File: config.mk
export PLATFORM = sky130hd
export DESIGN_NAME = door_controller_param_flat
export DESIGN_NICKNAME = d
export VERILOG_FILES = /design/src/rtl/door_pkg.sv /design/src/rtl/door_controller_param_if.sv /design/src/rtl/door_travel_counter.sv /design/src/rtl/door_controller_param.sv /design/src/flat_wrapper.sv
export SDC_FILE = /design/constraint.sdc
export NUM_CORES = 1
export LEC_CHECK = 0
export BUFFER_PORTS_ARGS = -buffer_cell sky130_fd_sc_hd__buf_2
export CAP_MARGIN = 10
export CORE_MARGIN = 2
export CORE_UTILIZATION = 50
export DETAILED_ROUTE_END_ITERATION = 12
export GPL_ROUTABILITY_DRIVEN = 0
export PLACE_DENSITY = 0.83
export SETUP_SLACK_MARGIN = 0.15
export SLEW_MARGIN = 15
export SYNTH_ARGS = -nofsm -noshare
export SYNTH_HDL_FRONTEND = slang
export SYNTH_SLANG_ARGS = --single-unit
File: constraint.sdc
create_clock -name clk -period 2.2 [get_ports clk]
set_clock_uncertainty 0.05 [all_clocks]
set_input_delay 0.44 -clock clk [delete_from_list [all_inputs] [get_ports clk]]
set_output_delay 0.44 -clock clk [all_outputs]
set_load 0.1 [all_outputs]
File: src/rtl/door_pkg.sv
// door_pkg: shared state encoding, mode codes and sensor helper for the door controller.
// Revision: 1.0
`default_nettype none

package door_pkg;

  typedef enum logic [2:0] {
    CLOSED  = 3'd0,
    OPENING = 3'd1,
    OPEN    = 3'd2,
    CLOSING = 3'd3,
    FAULT   = 3'd4
  } door_state_t;

  localparam logic [1:0] MODE_AUTO = 2'b00;
  localparam logic [1:0] MODE_HOLD = 2'b01;
  localparam logic [1:0] MODE_LOCK = 2'b10;

  // Motion only counts as a request when the door is not locked.
  function automatic logic motion_active(input logic motion, input logic [1:0] mode);
    return motion && (mode != MODE_LOCK);
  endfunction

endpackage

`default_nettype wire

File: src/rtl/door_controller_param_if.sv
// door_controller_param_if: sensor inputs and motor/status outputs of the door controller.
// Revision: 1.0
`default_nettype none

interface door_controller_param_if #(
  parameter int POS_W = 4
) ();

  logic             motion_sensor;
  logic             obstacle_sensor;
  logic [1:0]       mode;
  logic             fault_clr;
  logic             door_open;
  logic             door_close;
  logic             motor;
  logic             motor_dir;
  logic             fault;
  logic [POS_W-1:0] position;

  modport master (
    output motion_sensor, obstacle_sensor, mode, fault_clr,
    input  door_open, door_close, motor, motor_dir, fault, position
  );

  modport slave (
    input  motion_sensor, obstacle_sensor, mode, fault_clr,
    output door_open, door_close, motor, motor_dir, fault, position
  );

endinterface

`default_nettype wire

File: src/rtl/door_travel_counter.sv
// door_travel_counter: saturating up/down door position counter with end-stop flags.
// Revision: 1.0
`default_nettype none

module door_travel_counter #(
  parameter int TRAVEL_CYCLES = 8,
  parameter int POS_W         = $clog2(TRAVEL_CYCLES + 1)
) (
  input  wire logic             clk,
  input  wire logic             rst,
  input  wire logic             en,
  input  wire logic             dir,
  output logic [POS_W-1:0]      position,
  output logic                  at_open,
  output logic                  at_closed
);

  localparam logic [POS_W-1:0] POS_FULL = POS_W'(TRAVEL_CYCLES);

  logic [POS_W-1:0] pos_q;

  always_ff @(posedge clk) begin
    if (!rst) begin
      pos_q <= '0;
    end else if (en) begin
      if (dir) begin
        if (pos_q != POS_FULL) pos_q <= pos_q + POS_W'(1);
      end else begin
        if (pos_q != '0) pos_q <= pos_q - POS_W'(1);
      end
    end
  end

  assign position  = pos_q;
  assign at_open   = (pos_q == POS_FULL);
  assign at_closed = (pos_q == '0);

endmodule

`default_nettype wire

File: src/rtl/door_controller_param.sv
// door_controller_param: door motor sequencer with hold timer, operating modes and retry-limited fault lock-out.
// Revision: 1.0
`default_nettype none

module door_controller_param
  import door_pkg::*;
#(
  parameter int TRAVEL_CYCLES = 8,
  parameter int HOLD_CYCLES   = 10,
  parameter int MAX_RETRY     = 3,
  parameter int POS_W         = $clog2(TRAVEL_CYCLES + 1)
) (
  input wire logic clk,
  input wire logic rst,
  door_controller_param_if.slave bus
);

  localparam int HOLD_W  = $clog2(HOLD_CYCLES + 1);
  localparam int RETRY_W = $clog2(MAX_RETRY + 1);

  localparam logic [POS_W-1:0]   POS_NEAR_OPEN = POS_W'(TRAVEL_CYCLES - 1);
  localparam logic [POS_W-1:0]   POS_ONE       = POS_W'(1);
  localparam logic [HOLD_W-1:0]  HOLD_FULL     = HOLD_W'(HOLD_CYCLES);
  localparam logic [RETRY_W-1:0] RETRY_LAST    = RETRY_W'(MAX_RETRY - 1);

  door_state_t        state, state_nxt;
  logic [HOLD_W-1:0]  hold_cnt, hold_nxt;
  logic [RETRY_W-1:0] retry_cnt, retry_nxt;
  logic               cnt_en, cnt_dir;
  logic [POS_W-1:0]   position;
  logic               at_open, at_closed;
  logic               obstacle, motion;

  assign obstacle = bus.obstacle_sensor;
  assign motion   = motion_active(bus.motion_sensor, bus.mode);

  door_travel_counter #(
    .TRAVEL_CYCLES (TRAVEL_CYCLES),
    .POS_W         (POS_W)
  ) u_travel (
    .clk       (clk),
    .rst       (rst),
    .en        (cnt_en),
    .dir       (cnt_dir),
    .position  (position),
    .at_open   (at_open),
    .at_closed (at_closed)
  );

  always_ff @(posedge clk) begin
    if (!rst) begin
      state     <= CLOSED;
      hold_cnt  <= '0;
      retry_cnt <= '0;
    end else begin
      state     <= state_nxt;
      hold_cnt  <= hold_nxt;
      retry_cnt <= retry_nxt;
    end
  end

  always_comb begin
    state_nxt = state;
    hold_nxt  = hold_cnt;
    retry_nxt = retry_cnt;
    cnt_en    = 1'b0;
    cnt_dir   = 1'b0;
    case (state)
      CLOSED: begin
        retry_nxt = '0;
        if (bus.mode == MODE_HOLD || motion) state_nxt = OPENING;
      end
      OPENING: begin
        cnt_en  = 1'b1;
        cnt_dir = 1'b1;
        if (at_open || position == POS_NEAR_OPEN) begin
          state_nxt = OPEN;
          hold_nxt  = HOLD_FULL;
        end
      end
      OPEN: begin
        if (obstacle || motion) begin
          hold_nxt = HOLD_FULL;
        end else if (bus.mode != MODE_HOLD) begin
          if (hold_cnt != '0) hold_nxt = hold_cnt - HOLD_W'(1);
          if (hold_cnt <= HOLD_W'(1)) state_nxt = CLOSING;
        end
      end
      CLOSING: begin
        // A reversal wins over the final close step, so the counter is left idle.
        if (obstacle) begin
          if (retry_cnt == RETRY_LAST) begin
            state_nxt = FAULT;
          end else begin
            state_nxt = OPENING;
            retry_nxt = retry_cnt + RETRY_W'(1);
          end
        end else if (motion) begin
          state_nxt = OPENING;
        end else begin
          cnt_en = 1'b1;
          if (position == POS_ONE || at_closed) begin
            state_nxt = CLOSED;
            retry_nxt = '0;
          end
        end
      end
      FAULT: begin
        if (bus.fault_clr && !obstacle) begin
          state_nxt = OPENING;
          retry_nxt = '0;
        end
      end
      default: state_nxt = CLOSED;
    endcase
  end

  assign bus.door_open  = (state == OPEN);
  assign bus.door_close = (state == CLOSED);
  assign bus.motor      = (state == OPENING) || (state == CLOSING);
  assign bus.motor_dir  = (state == OPENING);
  assign bus.fault      = (state == FAULT);
  assign bus.position   = position;

endmodule

`default_nettype wire

File: src/flat_wrapper.sv
// flat-port wrapper written by rule: the top's interface ports become plain ports
module door_controller_param_flat import door_pkg::*;
#(
  parameter int TRAVEL_CYCLES = 8,
  parameter int HOLD_CYCLES   = 10,
  parameter int MAX_RETRY     = 3,
  parameter int POS_W         = $clog2(TRAVEL_CYCLES + 1)
)
  (clk, rst, bus_motion_sensor, bus_obstacle_sensor, bus_mode, bus_fault_clr, bus_door_open, bus_door_close, bus_motor, bus_motor_dir, bus_fault, bus_position);
  door_controller_param_if #(.POS_W(POS_W)) bus_i ();
  input wire logic clk;
  input wire logic rst;
  input wire logic [$bits(bus_i.motion_sensor)-1:0] bus_motion_sensor;
  input wire logic [$bits(bus_i.obstacle_sensor)-1:0] bus_obstacle_sensor;
  input wire logic [$bits(bus_i.mode)-1:0] bus_mode;
  input wire logic [$bits(bus_i.fault_clr)-1:0] bus_fault_clr;
  output wire logic [$bits(bus_i.door_open)-1:0] bus_door_open;
  output wire logic [$bits(bus_i.door_close)-1:0] bus_door_close;
  output wire logic [$bits(bus_i.motor)-1:0] bus_motor;
  output wire logic [$bits(bus_i.motor_dir)-1:0] bus_motor_dir;
  output wire logic [$bits(bus_i.fault)-1:0] bus_fault;
  output wire logic [$bits(bus_i.position)-1:0] bus_position;
  assign bus_i.motion_sensor = bus_motion_sensor;
  assign bus_i.obstacle_sensor = bus_obstacle_sensor;
  assign bus_i.mode = bus_mode;
  assign bus_i.fault_clr = bus_fault_clr;
  assign bus_door_open = bus_i.door_open;
  assign bus_door_close = bus_i.door_close;
  assign bus_motor = bus_i.motor;
  assign bus_motor_dir = bus_i.motor_dir;
  assign bus_fault = bus_i.fault;
  assign bus_position = bus_i.position;
  door_controller_param #(.TRAVEL_CYCLES(TRAVEL_CYCLES), .HOLD_CYCLES(HOLD_CYCLES), .MAX_RETRY(MAX_RETRY), .POS_W(POS_W)) u_core (.clk(clk), .rst(rst), .bus(bus_i));
endmodule
==> metrics.md, run 1 <==
| Metric | Value |
|---|---|
| Minimum clock period | `about 1.9 ns` |
| Crit path max fanout | `7` |
| TritonCTS Buffers | `3` |
| # DRC | `0` |
| Util after Layout | `0.628` |
| Syn Nets | `130` |
| Die area | `~2300 um^2` |
| Overall Global Routing Usage | `0.199` |
| Number of synthesized register bits | `13` |
| Crit path kind | `reg2out` |
| Max-cap violations | `0` |
| Mapped cell area | `around 960 um^2` |
| Die height | `~48 um` |
| Clock slew at reported path FFs | `0.09 ns` |
| Detailed Route WL | `1920 um` |
| Slew HR | `0.679` |
| Worst-Margin Slew | `0.485 ns` |
| EDFF count, synth | `0` |
| CP bufs+invs | `2` |
| CP delay by family, top | `flip-flops` |
| Critical-path cell list | `nand2_1, inv_1, clkbuf_4` |
| Fin. Hold Viols | `0` |
| Critical-path top delay cell | `dfxtp_1` |
| Input/output buffers | `15` |
| Max Fclk | `~520 MHz` |
| Vias | `858` |
| RSZ-0062 raised after global routing | `false` |
| Clk_lat worst skew | `around 0.28 ns` |
| Most common cell after layout, fill and taps aside | `nor2_1` |
| Share of cells above drive strength 1 | `0.233` |
| Cells after synthesis | `116` |
| Remaining Overflow, GRT | `0` |
| Initial antenna violation count | `0` |
| R2r setup slk | `0.34 ns` |
| H-tree Lvls | `1` |
| Root Buffer | `clkbuf_4` |
| FFs w/ async S/R, synth | `0` |
| Cts hold-fix bufs | `0` |
| CTS tree | `done` |
| Antenna-violating nets left | `0` |
| Yosys warns | `0` |
| Area Overhead vs Synth | `14.9%` |
| Drt initial violations | `15` |
| Synth cell types | `47` |
| Diodes inserted | `0` |
| Clock Sinks | `13` |
| Placeable Area | `1760 um^2` |
| Largest net degree at the start of global routing | `11` |
| Detailed placement HPWL | `approximately 1500 um` |
| First-pass GRT wire length | `around 3200 um` |
| Vias in the first global route | `796` |
| Top area cells in the synthesized netlist | `dfxtp_1 (27%), ha_1 (9.1%), nor2_1 (5.4%), inv_1 (3.5%), and2_1 (3.2%)` |
| Final Cycle Share | `0.877` |
| CP Launch Type | `register` |
| Die Width | `47.9 um` |
| Final Max Tran Viols | `0` |
| Leakage Power | `0.466 nW` |
| CP max stage delay | `between 0.5 and 0.6 ns` |
| Clock Tree Buf Depth | `2` |
| Num ports | `16` |
| Hold WC Path Type | `in2reg` |
| DR vias/cell | `roughly 5.4` |
| Initial cell density of the core | `0.547` |
| Nature of the critical path endpoint | `primary output` |
| Endpoints failing setup | `0` |
| Worst EP required | `around 1.7 ns` |
| Peak supply drop | `between 1 and 1.5 mV` |
| Non-filler instance count after layout | `between 150 and 200` |
| Power per Cell Area | `1440 nW/um^2` |
| Top FF cell, synth | `dfxtp_1` |
| Area share of the largest cell type after synthesis | `0.270` |
| Placed cells | `roughly 150` |
| Drt wl/cell | `12.2 um` |
| FP Rows | `15` |
| Pre-Repair DR Iteration Count | `4` |
| Nets | `about 150` |
| Most frequent cells in the layout | `nor2_1 (14), buf_2 (13), dfxtp_1 (10)` |
| Yosys top cell by area | `dfxtp_1` |
| Worst path arrival time | `1.44 ns` |
| Sequential fraction of the synthesis area | `0.270` |
| Status | `finished clean` |
| Avg Cell Area, Syn | `about 8.3 um^2` |
## kinds of logic (layout without fill, tap and decap cells)
logic type | count (synthesis) | in the layout | share of synthesized area
fa+ha+maj | 7 | 7 | 0.0908
mux | 4 | 4 | 0.0428
compound gates | 28 | 28 | 0.232
xor+xnor | 4 | 4 | 0.0363
buf+inv | 13 | 30 | 0.0610
flops | 13 | 13 | 0.270
simple gates | 47 | 47 | 0.267
## layer usage
metal | part of all wire | track usage | vias to the layer above
li1 | - | - | 443
met2 | 0.45 | 0.317 | 28
met4 | 0.021 | 0.0703 | 0
met3 | 0.058 | 0.0604 | 6
met5 | 0 | 0 | -
met1 | 0.47 | 0.253 | 381
## synth_stat cells, types with 2 or more instances
cell type,number
o21a_1,2
nor2_1,14
and2_1,5
ha_1,7
a21oi_1,5
nand2_1,6
o21ai_0,4
buf_2,2
nand2b_1,2
mux2i_1,3
nor3_1,3
nand3b_1,2
nand3_1,4
inv_1,9
dfxtp_1,13
a31oi_1,2
xnor2_1,3
## timing repair
| action | 4_1_cts | 5_1_grt |
|---|---|---|
| setup buffers | 0 | 0 |
| gates resized for setup | 0 | 2 |
| setup endpoints to repair | 0 | 2 |
## layout make-up
cell class / count / area (um^2)
fillers: 179 / 656
flip-flops and latches: 13 / 269
repair buffers: 16 / 87.6
well taps: 25 / 31.3
multi-input cells: 90 / 657
inverters: 10 / 37.5
clock buffers: 4 / 26.3
## through the flow
stage | setup TNS [ns] | hold slack, ns | area [um^2] | worst slack (ns) | total power [W]
after floorplan | -0.0732 | 0.412 | 991 | -0.0513 | 0.00135
after global routing | 0 | 0.367 | 1110 | 0.179 | 0.00171
after detailed placement | 0 | 0.439 | 1080 | 0.353 | 0.00145
after CTS | 0 | 0.374 | 1100 | 0.162 | 0.00161
final | 0 | 0.373 | 1110 | 0.271 | 0.00160
after global placement | 0 | 0.433 | 1080 | 0.397 | 0.00143
## report_power, final
part / internal, W / leakage [nW] / switching (W)
Sequential: 0.000301 / 0.107 / 0.0000804
Clock: 0.0000703 / 0.0150 / 0.0000793
Combinational: 0.000326 / 0.344 / 0.000744
## sequential cells by signal, indices dropped and copies added, names as in the netlist
| signal | flops |
|---|---|
| u_core.retry_cnt | 2 |
| u_core.u_travel.position | 4 |
| u_core.state | 3 |
| u_core.hold_cnt | 4 |
## worst paths after layout
kind | end | cells after the start | startpoint
setup / recovery | bus_door_open | 3 | u_core.state[1]
hold / removal | u_core.state[0] | 2 | rst
setup reg to reg | u_core.state[0] | 7 | u_core.u_travel.position[0]
hold reg to reg | u_core.retry_cnt[1] | 2 | u_core.retry_cnt[1]
No activity file was read; power rests on OpenSTA's default activity.
==> inputs of run 2 (changes only) <==
clock period = 1.9 ns   (was 2.2 ns; I/O delays follow)
==> metrics.md, run 2 (synthesized netlist as in run 1, its figures left out) <==
| Metric | Value |
|---|---|
| Status | `finished clean (unchanged)` |
| Die area | `2300 um^2 (unchanged)` |
| Pre-Repair DR Iteration Count | `4 (unchanged)` |
| Nature of the critical path endpoint | `primary output (unchanged)` |
| FF-to-FF End | `u_core.state[0] (unchanged)` |
| Detailed placement HPWL | `1640 um (was 1480 um)` |
| Clock slew at reported path FFs | `0.08 ns (was 0.09 ns)` |
| Drt wl/cell | `13.8 um (was 12.2 um)` |
| Design area | `1260 um^2 (was 1110 um^2)` |
| Hold Path Origin | `rst (unchanged)` |
| Pwr Total | `0.00212 W (was 0.00160 W)` |
| TritonCTS Buffers | `3 (unchanged)` |
| Minimum clock period | `approximately 1.7 ns` |
| Worst reg2reg startpoint | `u_core.u_travel.position[1] (was u_core.u_travel.position[0])` |
| Diodes inserted | `0 (unchanged)` |
| Leakage Power | `0.522 nW (was 0.466 nW)` |
| DR vias/cell | `5.66 (was 5.43)` |
| Clock Tree Buf Depth | `2 (unchanged)` |
| Worst Reg-to-Reg Cells | `7 (unchanged)` |
| FP Rows | `15 (unchanged)` |
| Clk_lat worst skew | `0.28 ns (about the same)` |
| CP Launch Type | `register (unchanged)` |
| Crit path max fanout | `7 (unchanged)` |
| Initial antenna violation count | `0 (unchanged)` |
| Placed cells | `155 (was 154)` |
| CTS tree | `done (unchanged)` |
| Nets | `153 (was 148)` |
| RSZ-0062 raised after global routing | `true (was false)` |
| Peak supply drop | `1.32 mV (was 1.15 mV)` |
| H-tree Lvls | `1 (unchanged)` |
| Worst hold endpoint | `u_core.state[0] (unchanged)` |
| Overall Global Routing Usage | `0.237 (was 0.199)` |
| Hold Path Depth | `2 (unchanged)` |
| R2r setup slk | `0.18 ns (was 0.34 ns)` |
| Vias in the first global route | `877 (was 796)` |
| Root Buffer | `clkbuf_4 (unchanged)` |
| Num ports | `16 (unchanged)` |
| Input/output buffers | `15 (unchanged)` |
| Most common cell after layout, fill and taps aside | `nor2_1 (unchanged)` |
| Worst slack, placed | `0.139 ns (was 0.353 ns)` |
| Detailed Route WL | `2250 um (was 1920 um)` |
| Final Cycle Share | `0.909` |
| Max-cap violations | `0 (unchanged)` |
| Placeable Area | `1760 um^2 (unchanged)` |
| Share of cells above drive strength 1 | `0.362 (was 0.233)` |
| Power per Cell Area | `1680 nW/um^2 (was 1440 nW/um^2)` |
| Remaining Overflow, GRT | `0 (unchanged)` |
| Worst-Margin Slew | `0.491 ns (was 0.485 ns)` |
| Area Overhead vs Synth | `30.2% (was 14.9%)` |
| Fin. Hold Viols | `0 (unchanged)` |
| Most frequent cells in the layout | `nor2_1 (12), buf_2 (10), inv_1 (7), buf_4 (7) (was nor2_1 (14), buf_2 (13), dfxtp_1 (10))` |
| Slew HR | `0.675 (was 0.679)` |
| Crit path kind | `reg2out (unchanged)` |
| Antenna-violating nets left | `0 (unchanged)` |
| Largest net degree at the start of global routing | `11 (unchanged)` |
| Worst path arrival time | `1.30 ns (was 1.44 ns)` |
| # DRC | `0 (unchanged)` |
| Final setup margin | `0.173 ns (was 0.271 ns)` |
| Drt initial violations | `30 (was 15)` |
| First-pass GRT wire length | `3700 um (was 3250 um)` |
| WHS | `0.314 ns (was 0.373 ns)` |
| Vias | `923 (was 858)` |
| Hold WC Path Type | `in2reg (unchanged)` |
| Initial cell density of the core | `0.547 (unchanged)` |
| Die height | `47.9 um (unchanged)` |
| Max Fclk | `579 MHz` |
| Clock Sinks | `13 (unchanged)` |
| Endpoints failing setup | `0 (unchanged)` |
| Die Width | `47.9 um (unchanged)` |
| Placed cell areas | `1160 um^2 (was 1080 um^2)` |
| Non-filler instance count after layout | `163 (was 158)` |
| Worst EP required | `1.47 ns (was 1.71 ns)` |
| Final Max Tran Viols | `0 (unchanged)` |
-- run 2: cell count changes in the layout (fill, tap and decap cells not counted), moves of 2 or more --
cell,change
buf_12,+3
inv_4,+2
dfxtp_1,-5
ha_1,-2
inv_1,-2
clkbuf_4,-2
nor2_1,-2
dfxtp_2,+5
buf_4,+6
buf_2,-3
-- run 2: power breakdown --
part           total [W]  internal [W]  switching [W]  leakage, nW
clock network   0.000177     0.0000783      0.0000989       0.0177
logic            0.00149      0.000536       0.000953        0.394
registers       0.000450      0.000353      0.0000967        0.110
-- run 2: critical path, stage by stage (launching register included) --
cell     delay [ns]
dfxtp_2        0.38
nor2_1         0.17
nand2_1        0.13
inv_1          0.14
buf_12         0.19
-- run 2: worst max-delay path by stage --
stage / from / end / slack [ns]
after floorplan: u_core.state[2] / u_core.u_travel.position[3] / -0.33
after detailed placement: u_core.u_travel.position[1] / u_core.state[0] / 0.14
after global routing: u_core.u_travel.position[1] / u_core.hold_cnt[1] / 0.07
after CTS: u_core.u_travel.position[1] / u_core.state[0] / 0.15
final: u_core.state[0] / bus_door_open / 0.17
after global placement: u_core.state[2] / u_core.state[0] / 0.20
-- run 2: what timing repair did --
item / 4_1_cts / 5_1_grt
setup buffers: 4 / 0
pin swaps: 5 / 4
setup endpoints to repair: 6 / 13
gates resized for setup: 7 / 5
hold buffers: 0 / 0
endpoints found under the hold margin: 0 / 0
-- run 2: area by class of cell --
cell class,instances,area (um^2)
Sequential cell,13,275
Clock inverter,1,5.00
Multi-Input combinational cell,90,706
Fill cell,137,508
Timing Repair Buffer,21,174
Clock buffer,3,22.5
Inverter,10,42.5
Tap cell,25,31.3
-- run 2: layer usage --
metal / part of all wire / track usage / vias to the layer above
met1: 0.40 / 0.254 / 427
met5: 0 / 0 / -
li1: - / - / 452
met3: 0.063 / 0.0868 / 8
met4: 0.029 / 0.135 / 0
met2: 0.50 / 0.397 / 36
-- run 2: metrics by stage --
stage                     TNS, ns  utilization
final                           0        0.712
after global routing            0        0.712
after CTS                       0        0.701
after detailed placement        0        0.657
after global placement          0        0.657
after floorplan             -2.10            -
==> inputs of run 3 (changes only) <==
PLACE_DENSITY = 0.82   (was 0.83)
SYNTH_HIERARCHICAL = 1   (was not set)
==> metrics.md, run 3 <==
| Metric | Value |
|---|---|
| Syn Nets | `140 (was 130)` |
| R2r setup slk | `0.10 ns (was 0.18 ns)` |
| Most frequent cells in the layout | `buf_2 (10), buf_4 (10), nand2_1 (10) (was nor2_1 (12), buf_2 (10), inv_1 (7), buf_4 (7))` |
| Final Cycle Share | `0.946 (was 0.909)` |
| Yosys warns | `6 (was 0)` |
| Nature of the critical path endpoint | `register (was primary output)` |
| Worst slack, placed | `0.00291 ns (was 0.139 ns)` |
| Slew HR | `0.673 (was 0.675)` |
| Critical-path top delay cell | `a2111o_1 (was dfxtp_2)` |
| CP max stage delay | `0.42 ns (was 0.38 ns)` |
| Switch Pwr | `0.000579 W (was 0.00115 W)` |
| Most instantiated library cell after synthesis | `dfxtp_1 (was nor2_1)` |
| H-tree Lvls | `1 (unchanged)` |
| Yosys top cell by area | `dfxtp_1 (unchanged)` |
| Initial cell density of the core | `0.536 (was 0.547)` |
| Number of synthesized register bits | `13 (unchanged)` |
| Vias | `1028 (was 923)` |
| Root Buffer | `clkbuf_4 (unchanged)` |
| Critical-path cell list | `nand2b_4, nor2_4, inv_4, ha_4, a21oi_4, a2111o_1, a21oi_2, a311o_1 (was nor2_1, nand2_1, inv_1, buf_12)` |
| Antenna-violating nets left | `0 (unchanged)` |
| Avg Cell Area, Syn | `8.51 um^2 (was 8.32 um^2)` |
| Design area | `1470 um^2 (was 1260 um^2)` |
| # DRC | `0 (unchanged)` |
| FFs w/ async S/R, synth | `0 (unchanged)` |
| Status | `finished clean (unchanged)` |
| Cts hold-fix bufs | `0 (unchanged)` |
| Clock Tree Buf Depth | `2 (unchanged)` |
| Critical path origin | `u_core/state[2] (was u_core.state[0])` |
| FF-to-FF End | `u_core/u_travel/position[3] (was u_core.state[0])` |
| DR vias/cell | `5.78 (was 5.66)` |
| Final setup margin | `0.103 ns (was 0.173 ns)` |
| Util after Layout | `0.733 (was 0.712)` |
| Top FF cell, synth | `dfxtp_1 (unchanged)` |
| Fin. Hold Viols | `0 (unchanged)` |
| Placed cell areas | `1360 um^2 (was 1160 um^2)` |
| Vias in the first global route | `921 (was 877)` |
| Leakage Power | `0.596 nW (was 0.522 nW)` |
| Worst reg2reg startpoint | `u_core/state[2] (was u_core.u_travel.position[1])` |
| Top area cells in the synthesized netlist | `dfxtp_1 (24%), ha_1 (7.0%), nand3_1 (4.2%), inv_1 (3.5%), nand2_1 (3.5%) (was dfxtp_1 (27%), ha_1 (9.1%), nor2_1 (5.4%), inv_1 (3.5%), and2_1 (3.2%))` |
| Input/output buffers | `15 (unchanged)` |
| Clock slew at reported path FFs | `0.08 ns (about the same)` |
| Crit path kind | `reg2reg (was reg2out)` |
| Nets | `166 (was 153)` |
| Combinational power share | `0.574 (was 0.704)` |
| Top cells by count, synth | `dfxtp_1 (13), inv_1 (10), nand2_1 (10) (was nor2_1 (14), dfxtp_1 (13), inv_1 (9))` |
| Peak supply drop | `0.552 mV (was 1.32 mV)` |
| Sequential fraction of the synthesis area | `0.243 (was 0.270)` |
| Pre-Repair DR Iteration Count | `4 (unchanged)` |
| Hold Path Origin | `bus_fault_clr (was rst)` |
| WHS | `0.422 ns (was 0.314 ns)` |
| Final Max Tran Viols | `0 (unchanged)` |
| Detailed Route WL | `2620 um (was 2250 um)` |
| Num ports | `16 (unchanged)` |
| Initial antenna violation count | `0 (unchanged)` |
| Internal Power | `0.000644 W (was 0.000967 W)` |
| Power per Cell Area | `834 nW/um^2 (was 1680 nW/um^2)` |
| Remaining Overflow, GRT | `0 (unchanged)` |
| Clock Sinks | `13 (unchanged)` |
| Endpoints failing setup | `0 (unchanged)` |
| EDFF count, synth | `0 (unchanged)` |
| Crit path to | `u_core/u_travel/position[3] (was bus_door_open)` |
| Die height | `50.3 um (was 47.9 um)` |
| Register area | `277 um^2 (was 275 um^2)` |
| Reg power frac | `0.287 (was 0.213)` |
| Share of cells above drive strength 1 | `0.384 (was 0.362)` |
| Area share of the largest cell type after synthesis | `0.243 (was 0.270)` |
| Die area | `2530 um^2 (was 2300 um^2)` |
| Overall Global Routing Usage | `0.215 (was 0.237)` |
| RSZ-0062 raised after global routing | `true (unchanged)` |
| CTS tree | `done (unchanged)` |
| Max Fclk | `557 MHz (was 579 MHz)` |
| Cells after synthesis | `126 (was 116)` |
| Worst-Margin Slew | `0.494 ns (was 0.491 ns)` |
| Worst Reg-to-Reg Cells | `8 (was 7)` |
| Detailed placement HPWL | `1900 um (was 1640 um)` |
| Clk_lat worst skew | `0.27 ns (was 0.28 ns)` |
| Max-cap violations | `0 (unchanged)` |
| Diodes inserted | `0 (unchanged)` |
| Crit path max fanout | `3 (was 7)` |
| Drt initial violations | `29 (was 30)` |
| Worst path arrival time | `1.95 ns (was 1.30 ns)` |
| Hold WC Path Type | `in2reg (unchanged)` |
| Largest net degree at the start of global routing | `21 (was 11)` |
| Placeable Area | `2000 um^2 (was 1760 um^2)` |
| Area Overhead vs Synth | `36.8% (was 30.2%)` |
| Drt wl/cell | `14.7 um (was 13.8 um)` |
| Setup TNS Final | `0 ns (unchanged)` |
| Worst EP required | `2.05 ns (was 1.47 ns)` |
| CP Launch Type | `register (unchanged)` |
| TritonCTS Buffers | `3 (unchanged)` |
| Synth cell types | `50 (was 47)` |
| Minimum clock period | `1.80 ns (was 1.73 ns)` |
| Net Sw Frac | `0.473 (was 0.543)` |
| Fillers | `141 (was 137)` |
| Die Width | `50.3 um (was 47.9 um)` |
| Clock power frac | `0.139 (was 0.084)` |
| Footprint of the multi-input gates | `850 um^2 (was 706 um^2)` |
| Mapped cell area | `1070 um^2 (was 965 um^2)` |
| FP Rows | `16 (was 15)` |
| First-pass GRT wire length | `4200 um (was 3700 um)` |
-- run 3: cell types whose count changed in the layout (fill, tap and decap cells not counted), moves of 4 or more --
cell     previous run  this run
nand2_1             6        10
o21ai_0             4         0
nand3_1             4         8
dfxtp_2             6         1
nor2_1             12         5
-- run 3: what timing repair did --
action                                  CTS  global route
resized for setup                         5             5
endpoints found under the setup margin    6            10
pin swaps                                 3             0
gates cloned                              0             0
buffers inserted                          2             3
-- run 3: worst min path at each step --
stage                                      to  slack [ns]  cells after the start
after CTS                     u_core/state[2]        0.41                      3
after global placement     u_core/hold_cnt[0]        0.40                      2
after detailed placement   u_core/hold_cnt[0]        0.41                      2
final                         u_core/state[2]        0.42                      3
after global routing          u_core/state[2]        0.41                      3
after floorplan           u_core/retry_cnt[1]        0.39                      2
-- run 3: cell families after synthesis --
| logic type | Yosys count | synth area share |
|---|---|---|
| xor gates and xnor gates | 2 | 0.0163 |
| buffers and inverters | 16 | 0.0700 |
| AOI/OAI and AO/OA | 32 | 0.265 |
| muxes | 5 | 0.0490 |
| and+or+nand+nor | 50 | 0.259 |
| adders and majority gates | 8 | 0.0980 |
| DFF | 13 | 0.243 |
-- run 3: worst max-delay path: cells and delay by family, from the launching register on --
family / cells / cell delay, ns
adder cells (fa/ha/maj): 1 / 0.29
buffers and inverters: 1 / 0.06
AND/OR/NAND/NOR: 2 / 0.28
flip-flops: 1 / 0.33
AO/OA/AOI/OAI: 4 / 0.72
-- run 3: final cells by class --
class / count / share of cell area
Clock buffer: 4 / 0.0179
Inverter: 11 / 0.0299
Multi-Input combinational cell: 97 / 0.579
Sequential cell: 13 / 0.189
Tap cell: 27 / 0.0230
Timing Repair Buffer: 26 / 0.161
-- run 3: metal layers --
| metal | up-vias | track usage | wire (um) |
|---|---|---|---|
| li1 | 519 | - | - |
| met1 | 478 | 0.317 | 1260 |
| met2 | 29 | 0.327 | 1250 |
| met3 | 2 | 0.0179 | 96 |
| met4 | 0 | 0.0721 | 16 |
| met5 | - | 0 | 0 |
-- run 3: stage by stage --
stage	cells	power (W)
after floorplan	126	0.000848
after global placement	169	0.000978
after detailed placement	169	0.000991
after CTS	175	0.00118
after global routing	178	0.00129
final	178	0.00122
-- run 3: power groups by stage --
stage          clock [W]  sequential [W]  combinational, W
2_1_floorplan          0        0.000452          0.000396
3_3_place_gp           0        0.000348          0.000630
3_5_place_dp           0        0.000351          0.000640
4_1_cts         0.000176        0.000346          0.000659
5_1_grt         0.000195        0.000359          0.000738
6_report        0.000170        0.000351          0.000702
